===== src/rtl/train_scheduler.sv =====
// train_scheduler: owns the datapoint RAM after loading and sequences weight/datapoint reads over NUM_EPOCHS passes.
module train_scheduler #(
  parameter int ADDR_WIDTH   = 3,
  parameter int NUM_DP       = 6,
  parameter int NUM_FEATURES = 6,
  parameter int DATA_WIDTH   = 16*(NUM_FEATURES+1),
  parameter int NUM_EPOCHS   = 4,
  parameter int EPOCH_WIDTH  = 8
) (
  input  logic                   clk_i,
  input  logic                   rst_i,
  input  logic                   load_we_i,
  input  logic [ADDR_WIDTH-1:0]  load_addr_i,
  input  logic [DATA_WIDTH-1:0]  load_data_i,
  input  logic                   load_done_i,
  output logic                   ram_en_o,
  output logic                   ram_we_o,
  output logic [ADDR_WIDTH-1:0]  ram_addr_o,
  output logic [DATA_WIDTH-1:0]  ram_wdata_o,
  input  logic [DATA_WIDTH-1:0]  ram_rdata_i,
  output logic                   wt_valid_o,
  output logic                   dp_valid_o,
  output logic [DATA_WIDTH-1:0]  dp_data_o,
  input  logic                   dp_ready_i,
  input  logic                   upd_done_i,
  input  logic                   wb_valid_i,
  input  logic [DATA_WIDTH-1:0]  wb_data_i,
  output logic [EPOCH_WIDTH-1:0] epoch_o,
  output logic                   busy_o,
  output logic                   train_done_o
);
  localparam logic [3:0] IDLE     = 4'd0;
  localparam logic [3:0] RD_W     = 4'd1;
  localparam logic [3:0] CAP_W    = 4'd2;
  localparam logic [3:0] WT       = 4'd3;
  localparam logic [3:0] RD_DP    = 4'd4;
  localparam logic [3:0] CAP_DP   = 4'd5;
  localparam logic [3:0] PRESENT  = 4'd6;
  localparam logic [3:0] WAIT_UPD = 4'd7;
  localparam logic [3:0] NEXT     = 4'd8;
  localparam logic [3:0] WB       = 4'd9;
  localparam logic [3:0] DONE     = 4'd10;
  logic [3:0]             state_q, state_d;
  logic [ADDR_WIDTH-1:0]  idx_q, idx_d;
  logic [EPOCH_WIDTH-1:0] epoch_q, epoch_d;
  logic [DATA_WIDTH-1:0]  dp_data_q, dp_data_d;
  always_comb begin
    state_d     = state_q;
    idx_d       = idx_q;
    epoch_d     = epoch_q;
    dp_data_d   = dp_data_q;
    ram_en_o    = 1'b0;
    ram_we_o    = 1'b0;
    ram_addr_o  = '0;
    ram_wdata_o = '0;
    case (state_q)
      IDLE: begin
        // loader owns the RAM port until load_done; a same-cycle write still lands
        ram_en_o    = 1'b1;
        ram_we_o    = load_we_i & ~rst_i;
        ram_addr_o  = load_addr_i;
        ram_wdata_o = load_data_i;
        if (load_done_i) state_d = (NUM_EPOCHS == 0) ? DONE : RD_W;
      end
      RD_W: begin
        ram_en_o = 1'b1;
        state_d  = CAP_W;
      end
      CAP_W: begin
        dp_data_d = ram_rdata_i;
        state_d   = WT;
      end
      WT: if (dp_ready_i) begin
        idx_d   = ADDR_WIDTH'(1);
        state_d = RD_DP;
      end
      RD_DP: begin
        ram_en_o   = 1'b1;
        ram_addr_o = idx_q;
        state_d    = CAP_DP;
      end
      CAP_DP: begin
        dp_data_d = ram_rdata_i;
        state_d   = PRESENT;
      end
      PRESENT:  if (dp_ready_i) state_d = upd_done_i ? NEXT : WAIT_UPD;
      WAIT_UPD: if (upd_done_i) state_d = NEXT;
      NEXT: begin
        idx_d   = (idx_q == ADDR_WIDTH'(NUM_DP)) ? idx_q : idx_q + 1'b1;
        state_d = (idx_q == ADDR_WIDTH'(NUM_DP)) ? WB : RD_DP;
      end
      WB: if (wb_valid_i) begin
        ram_en_o    = 1'b1;
        ram_we_o    = 1'b1;
        ram_wdata_o = wb_data_i;
        epoch_d     = epoch_q + 1'b1;
        state_d     = (epoch_d == EPOCH_WIDTH'(NUM_EPOCHS)) ? DONE : RD_W;
      end
      default: ;
    endcase
  end
  always_ff @(posedge clk_i or posedge rst_i) begin
    if (rst_i) begin
      state_q   <= IDLE;
      idx_q     <= '0;
      epoch_q   <= '0;
      dp_data_q <= '0;
    end else begin
      state_q   <= state_d;
      idx_q     <= idx_d;
      epoch_q   <= epoch_d;
      dp_data_q <= dp_data_d;
    end
  end
  assign wt_valid_o   = state_q == WT;
  assign dp_valid_o   = state_q == PRESENT;
  assign dp_data_o    = dp_data_q;
  assign epoch_o      = epoch_q;
  assign busy_o       = (state_q != IDLE) && (state_q != DONE);
  assign train_done_o = state_q == DONE;
endmodule


===== config.mk =====
export PLATFORM = sky130hd
export DESIGN_NAME = train_scheduler
export DESIGN_NICKNAME = d
export VERILOG_FILES = /design/src/rtl/train_scheduler.sv
export SDC_FILE = /design/constraint.sdc
export NUM_CORES = 1
export LEC_CHECK = 0
export ABC_AREA = 1
export ABC_CLOCK_PERIOD_IN_PS = 5700
export CORE_AREA = 2 2 227 229
export CTS_CLUSTER_SIZE = 40
export DETAILED_ROUTE_END_ITERATION = 16
export DIE_AREA = 0 0 229 231
export PLACE_DENSITY = 0.44
export REMOVE_ABC_BUFFERS = 1
export SETUP_SLACK_MARGIN = 0.1
export SYNTH_ARGS = -nofsm -noshare
export SYNTH_HDL_FRONTEND = slang
export SYNTH_SLANG_ARGS = --single-unit

===== constraint.sdc =====
create_clock -name clk_i -period 5.7 [get_ports clk_i]
set_clock_uncertainty 0.2 [all_clocks]
set_input_delay 1.425 -clock clk_i [delete_from_list [all_inputs] [get_ports clk_i]]
set_output_delay 1.425 -clock clk_i [all_outputs]
set_load 0.02 [all_outputs]

==> results.sh, run 1 <==
export IMPL_status="complete, no violations"
export IMPL_overflow=0
export IMPL_dr_pass1_iters=5
export IMPL_seqPwrFrac_pct=21.5
export IMPL_ioPinCount=587
export IMPL_final_cell_area_sq_mm=0.0139
export IMPL_end_kind="output port"
export IMPL_critPathMaxFanout=46
export IMPL_syn_to_final_growth_pct=106
export IMPL_dp_hpwl_um=30800
export IMPL_wl_um=37600
export IMPL_synth_flop_cell="dfrtp_1"
export IMPL_clock_latency_ns=0.43
export IMPL_final_core_utilization_pct=27.4
export IMPL_multi_input_area_sq_mm=0.00309
export IMPL_via_per_inst=3.76
export IMPL_post_route_period_util_pct=90.2
export IMPL_hold_path_class="reg2reg"
export IMPL_reg2reg_to="dp_data_o[86]"
export IMPL_r2r_setup_slack_ns=2.99
export IMPL_core_sq_mm=0.0507
export IMPL_critPathRequiredTime_ns=4.07
export IMPL_crit_path_start="wb_valid_i"
export IMPL_cts_buffers=17
export IMPL_drive_gt1_share_pct=13.7
export IMPL_yosysTopAreaCell="dfrtp_1"
export IMPL_placed_cell_area_sq_mm=0.0132
export IMPL_grt_setup_unrepaired="no"
export IMPL_fillCellCount=5421
export IMPL_synth_area_leaders="dfrtp_1, a22o_1, mux2_4"
export IMPL_cts_tree="yes"
export IMPL_yosys_warnings=0
export IMPL_grt_pass1_vias=6914
export IMPL_cellLeakagePower_nw=5.52
export IMPL_drtAntennaViolNets=0
export IMPL_avgSynthCellArea_sq_um=12.2
export IMPL_worst_pin_slew_ns=0.918
export IMPL_antenna_found_initial=19
export IMPL_async_reset_ff_share_pct=100
export IMPL_regArea_sq_mm=0.00318
export IMPL_hold_worst_slack_ns=0.284
export IMPL_synthCells=550
export IMPL_layout_common_cells="clkdlybuf4s50_1, dfrtp_1, a22o_1"
export IMPL_switchingPower_w=0.00298
export IMPL_setup_violations=0
export IMPL_start_kind="input port"
export IMPL_drt_iter0_markers=396
export IMPL_crit_path_end="ram_wdata_o[1]"
export IMPL_finalHoldViolCount=0
export IMPL_yosysSeqAreaShare_pct=47.3
export IMPL_p_clk_share_pct=15.8
export IMPL_critical_path_class="in2out"
export IMPL_max_freq_ghz=0.195
export IMPL_syn_area_sq_mm=0.00673
export IMPL_track_usage_pct=13.6
export IMPL_rows=83
export IMPL_drc_errors=0
export IMPL_grt_pass1_wl_um=51600
export IMPL_rr_worst_depth=5
export IMPL_drv_cap=0
export IMPL_fp_dieH_um=231
export IMPL_grt_max_degree=82
export IMPL_power_switching_share_pct=39.2
export IMPL_synth_cell_type_count=30
export IMPL_htree_levels=4
export IMPL_initial_core_util_pct=13.3
export IMPL_min_path_cells=1
export IMPL_post_route_min_period_ns=5.14
export IMPL_grt_use_met1_pct=18.2
export IMPL_dieArea_sq_mm=0.0529
export IMPL_vias=6854
export IMPL_peakVddDrop_mv=0.191
export IMPL_cts_root_buf="clkbuf_16"
export IMPL_place_inst=1789
export IMPL_post_cts_resized=0
export IMPL_drv_slew=0
export IMPL_grtUsageMet3_pct=4.94
export IMPL_cp_arrival_ns=3.52
export IMPL_r2r_start="state_q[0]"
export IMPL_cts_clk_slew_worst_paths_ns=0.06
export IMPL_portBuffers=586
export IMPL_finalNonFillerCells=1824
export IMPL_intPower_w=0.00462
export IMPL_cts_sinks=127
export IMPL_synth_top_area_share_pct=47.3
export IMPL_final_nets=1478
export IMPL_synth_edff_count=0
export IMPL_ys_ff_latch=127
export IMPL_relSlewSlack_pct=38.8
export IMPL_fin_setup_tns_ns=0
export IMPL_ctsHoldBuffers=0
export IMPL_postCtsSetupRepairBufs=0
export IMPL_dieWidth_um=229
export IMPL_clock_path_buffers=2
export IMPL_use_met2_pct=20.8
export IMPL_p_comb_share_pct=62.6
export IMPL_wl_per_cell_um=20.6
export IMPL_place_gp_congestion=0.797
export IMPL_mostFrequentLayoutCell="clkdlybuf4s50_1"
export IMPL_powerDensity_mw_per_mm2=547
export IMPL_busiest_layer="met2"
how the worst min path moves through the flow:
stage	slack [ns]	startpoint	endpoint
2_1_floorplan	0.34	state_q[3]	state_q[3]
3_3_place_gp	0.27	dp_data_o[7]	dp_data_o[7]
3_5_place_dp	0.27	dp_data_o[10]	dp_data_o[10]
4_1_cts	0.29	dp_data_o[10]	dp_data_o[10]
5_1_grt	0.30	dp_data_o[11]	dp_data_o[11]
6_report	0.28	dp_data_o[10]	dp_data_o[10]
registers in the layout (all words and copies together) (netlist names):
name,count
idx_q,3
dp_data_o,112
state_q,4
epoch_o,8
cells in the mapped netlist (all sizes together), types with 2 or more instances:
library cell	n
dfrtp	127
a22o	112
mux2	112
nand2	61
inv	31
buf	29
nor2	23
o21ai	17
clkbuf	9
nand3	9
ha	4
nand4	4
a21oi	2
xor2	2
worst max-delay path, cell delays in order:
cell and delay, ns:
clkdlybuf4s50_1 0.52, nand2_2 0.10, inv_4 0.27, buf_12 0.28
a22o_1 0.25, clkdlybuf4s50_1 0.64
stage by stage:
step | setup WS [ns] | power (W)
finish | 0.559 | 0.00759
global route | 0.478 | 0.00799
floorplan | -0.444 | 0.00433
detailed placement | 0.566 | 0.00644
CTS | 0.554 | 0.00771
global placement | 0.535 | 0.00643
layout make-up:
cell class | count | area share (%)
sequential | 127 | 22.9
clock buffer | 20 | 3.29
inverter | 31 | 0.910
multi-input combinational | 354 | 22.3
clock inverter | 12 | 1.32
timing repair buffer | 597 | 43.1
tap | 680 | 6.13
antenna | 3 | 0.0541
cells by family (layout without fill, tap and decap cells):
group	Yosys count	after routing	share of synthesized area (%)
AOI/OAI and AO/OA	136	136	16.6
xor gates and xnor gates	2	2	0.261
adders and majority gates	4	4	0.744
buffers and inverters	69	660	6.85
DFF	127	127	47.3
muxes	112	112	22.1
other	0	3	0
and+or+nand+nor	100	100	6.16
layer usage:
metal | part of all wire, % | wire length (um)
met1 | 44 | 16700
met2 | 46 | 17200
met3 | 8.7 | 3260
met4 | 0.91 | 344
met5 | 0.39 | 148
power by group through the flow:
stage          combinational (W)  clock (W)  sequential (W)
2_1_floorplan            0.00217          0         0.00216
3_3_place_gp             0.00480          0         0.00163
3_5_place_dp             0.00479          0         0.00165
4_1_cts                  0.00481    0.00126         0.00164
5_1_grt                  0.00501    0.00128         0.00170
6_report                 0.00475    0.00120         0.00163
No activity file was read; power rests on OpenSTA's default activity.
==> run 2, diff against run 1 <==
--- a/config.mk
+++ b/config.mk
@@ -14,6 +14,7 @@
 export PLACE_DENSITY = 0.44
 export REMOVE_ABC_BUFFERS = 1
 export SETUP_SLACK_MARGIN = 0.1
+export SKIP_CTS_REPAIR_TIMING = 1
 export SYNTH_ARGS = -nofsm -noshare
 export SYNTH_HDL_FRONTEND = slang
 export SYNTH_SLANG_ARGS = --single-unit
==> results of run 2 <==
Same layout as run 1: the final DEF is identical, and so are final timing and power.
==> run 3, diff against run 2 <==
--- a/config.mk
+++ b/config.mk
@@ -6,12 +6,12 @@
 export NUM_CORES = 1
 export LEC_CHECK = 0
 export ABC_AREA = 1
-export ABC_CLOCK_PERIOD_IN_PS = 5700
-export CORE_AREA = 2 2 227 229
+export ABC_CLOCK_PERIOD_IN_PS = 5600
+export CORE_AREA = 2 2 229 231
 export CTS_CLUSTER_SIZE = 40
 export DETAILED_ROUTE_END_ITERATION = 16
-export DIE_AREA = 0 0 229 231
-export PLACE_DENSITY = 0.44
+export DIE_AREA = 0 0 231 233
+export PLACE_DENSITY = 0.42
 export REMOVE_ABC_BUFFERS = 1
 export SETUP_SLACK_MARGIN = 0.1
 export SKIP_CTS_REPAIR_TIMING = 1
==> constraint.sdc (replaced) <==
create_clock -name clk_i -period 5.6 [get_ports clk_i]
set_clock_uncertainty 0.2 [all_clocks]
set_input_delay 1.4 -clock clk_i [delete_from_list [all_inputs] [get_ports clk_i]]
set_output_delay 1.4 -clock clk_i [all_outputs]
set_load 0.02 [all_outputs]
==> run 3 against run 2 <==
  * Via count shrank 1.7%
  * Setup slack lost 0.10 ns
  * Clock-buffer cell count shrank 2
  * Die area grew 1.7%
  * Final area shrank 0.53%
  * Flip-flop and latch count is the same
  * First-iteration DRC count shrank 42%
  * Worst hold slack lost 0.0020 ns
  * Combinational power grew 1%
  * Routed wire length grew 1.2%
  * Non-clock buffer count shrank 1
  * Largest cell class unchanged
==> results.sh, run 3 (synthesis results as in run 1) <==
export IMPL_finalHoldViolCount=0
export IMPL_dp_hpwl_um=31100
export IMPL_wl_um=38000
export IMPL_start_kind="input port"
export IMPL_end_kind="output port"
export IMPL_cts_tree="yes"
export IMPL_seqPwrFrac_pct=21.9
export IMPL_via_per_inst=3.70
export IMPL_clock_latency_ns=0.43
export IMPL_post_route_min_period_ns=5.15
export IMPL_initial_core_util_pct=13.2
export IMPL_cts_sinks=127
export IMPL_grt_max_degree=128
export IMPL_antenna_found_initial=20
export IMPL_drv_cap=0
export IMPL_setup_violations=0
export IMPL_status="complete, no violations"
export IMPL_peakVddDrop_mv=0.262
export IMPL_syn_to_final_growth_pct=105
export IMPL_clock_path_buffers=2
export IMPL_wl_met1_um=16800
export IMPL_dr_wl_met3_um=3370
export IMPL_drtAntennaViolNets=0
export IMPL_max_freq_ghz=0.194
export IMPL_cp_arrival_ns=3.55
export IMPL_track_usage_pct=13.3
export IMPL_place_ws_ns=0.454
export IMPL_drv_slew=0
export IMPL_powerDensity_mw_per_mm2=549
export IMPL_cts_root_buf="clkbuf_16"
export IMPL_switchingPower_w=0.00303
export IMPL_grt_pass1_vias=6904
export IMPL_drc_errors=0
export IMPL_final_core_utilization_pct=27.0
export IMPL_fillCellCount=5420
export IMPL_dieArea_sq_mm=0.0538
export IMPL_core_sq_mm=0.0511
export IMPL_largest_reg_flops=112
export IMPL_ioPinCount=587
export IMPL_vias=6738
export IMPL_relSlewSlack_pct=41.3
export IMPL_hold_path_class="reg2reg"
export IMPL_critPathRequiredTime_ns=4.00
export IMPL_drt_iter0_markers=228
export IMPL_htree_levels=4
export IMPL_cellLeakagePower_nw=5.49
export IMPL_worst_pin_slew_ns=0.881
export IMPL_final_nets=1477
export IMPL_dieWidth_um=231
export IMPL_overflow=0
export IMPL_dr_pass1_iters=4
export IMPL_place_gp_congestion=0.810
export IMPL_drive_gt1_share_pct=13.6
export IMPL_fp_dieH_um=233
export IMPL_met2RoutedLength_um=17400
export IMPL_rows=83
export IMPL_cts_buffers=17
export IMPL_portBuffers=586
export IMPL_power_switching_share_pct=40.0
export IMPL_wl_per_cell_um=20.9
export IMPL_cts_clk_slew_worst_paths_ns=0.06
export IMPL_finalNonFillerCells=1821
export IMPL_top_layer_used="met5"
export IMPL_place_inst=1788
export IMPL_p_comb_share_pct=63.5
export IMPL_critical_path_class="in2out"
export IMPL_fin_ws_ns=0.454
export IMPL_mostFrequentLayoutCell="clkdlybuf4s50_1"
export IMPL_grt_setup_unrepaired="no"
export IMPL_post_route_period_util_pct=91.9
export IMPL_power_w=0.00758
export IMPL_critPathMaxFanout=23
export IMPL_intPower_w=0.00455
export IMPL_layout_common_cells="clkdlybuf4s50_1, dfrtp_1, a22o_1"
export IMPL_grt_pass1_wl_um=51000
export IMPL_p_clk_share_pct=14.5
## run 3: path summary, 6_finish.rpt
| kind | startpoint | endpoint | slack (ns) | cells past startpoint |
|---|---|---|---|---|
| max in group asynchronous | rst_i | dp_data_o[59] | 3.30 | 3 |
| worst min register to register | dp_data_o[11] | dp_data_o[11] | 0.28 | 1 |
| worst max-delay path | wb_valid_i | ram_wdata_o[107] | 0.45 | 6 |
| worst max register to register | state_q[0] | dp_data_o[85] | 3.22 | 5 |
| min in group asynchronous | rst_i | epoch_o[2] | 1.37 | 3 |
| worst min-delay path | dp_data_o[11] | dp_data_o[11] | 0.28 | 1 |
## run 3: layout make-up
class / count / area [sq um] / area share, %
antenna: 1 / 2.50 / 0.0181
clock buffer: 18 / 429 / 3.11
clock inverter: 14 / 136 / 0.988
inverter: 31 / 126 / 0.915
multi-input combinational: 354 / 3090 / 22.4
sequential: 127 / 3180 / 23.0
tap: 680 / 851 / 6.16
timing repair buffer: 596 / 5990 / 43.4
## run 3: worst max-delay path, stage by stage
cell	delay, ns
clkdlybuf4s50_1	0.52
nand2_2	0.18
inv_4	0.30
buf_4	0.33
a22o_1	0.17
clkdlybuf4s50_1	0.61
## run 3: power groups by stage
| stage | Clock (W) | Sequential, W | Combinational [W] |
|---|---|---|---|
| 3_3_place_gp | 0 | 0.00166 | 0.00489 |
| 2_1_floorplan | 0 | 0.00220 | 0.00220 |
| 4_1_cts | 0.00116 | 0.00167 | 0.00489 |
| 6_report | 0.00110 | 0.00166 | 0.00482 |
| 5_1_grt | 0.00120 | 0.00173 | 0.00509 |
| 3_5_place_dp | 0 | 0.00168 | 0.00487 |
## run 3: per-layer routing
layer / GRT usage (%) / vias to the layer above
li1: - / 3162
met1: 17.5 / 3244
met2: 20.2 / 267
met3: 5.78 / 37
met4: 2.48 / 28
met5: 0 / -
## run 3: metrics by stage
stage / setup TNS, ns / hold WS [ns] / instance area, sq um
global route: 0 / 0.301 / 13800
floorplan: -0.494 / 0.343 / 6380
global placement: 0 / 0.269 / 13200
detailed placement: 0 / 0.274 / 13200
CTS: 0 / 0.287 / 13800
finish: 0 / 0.282 / 13800
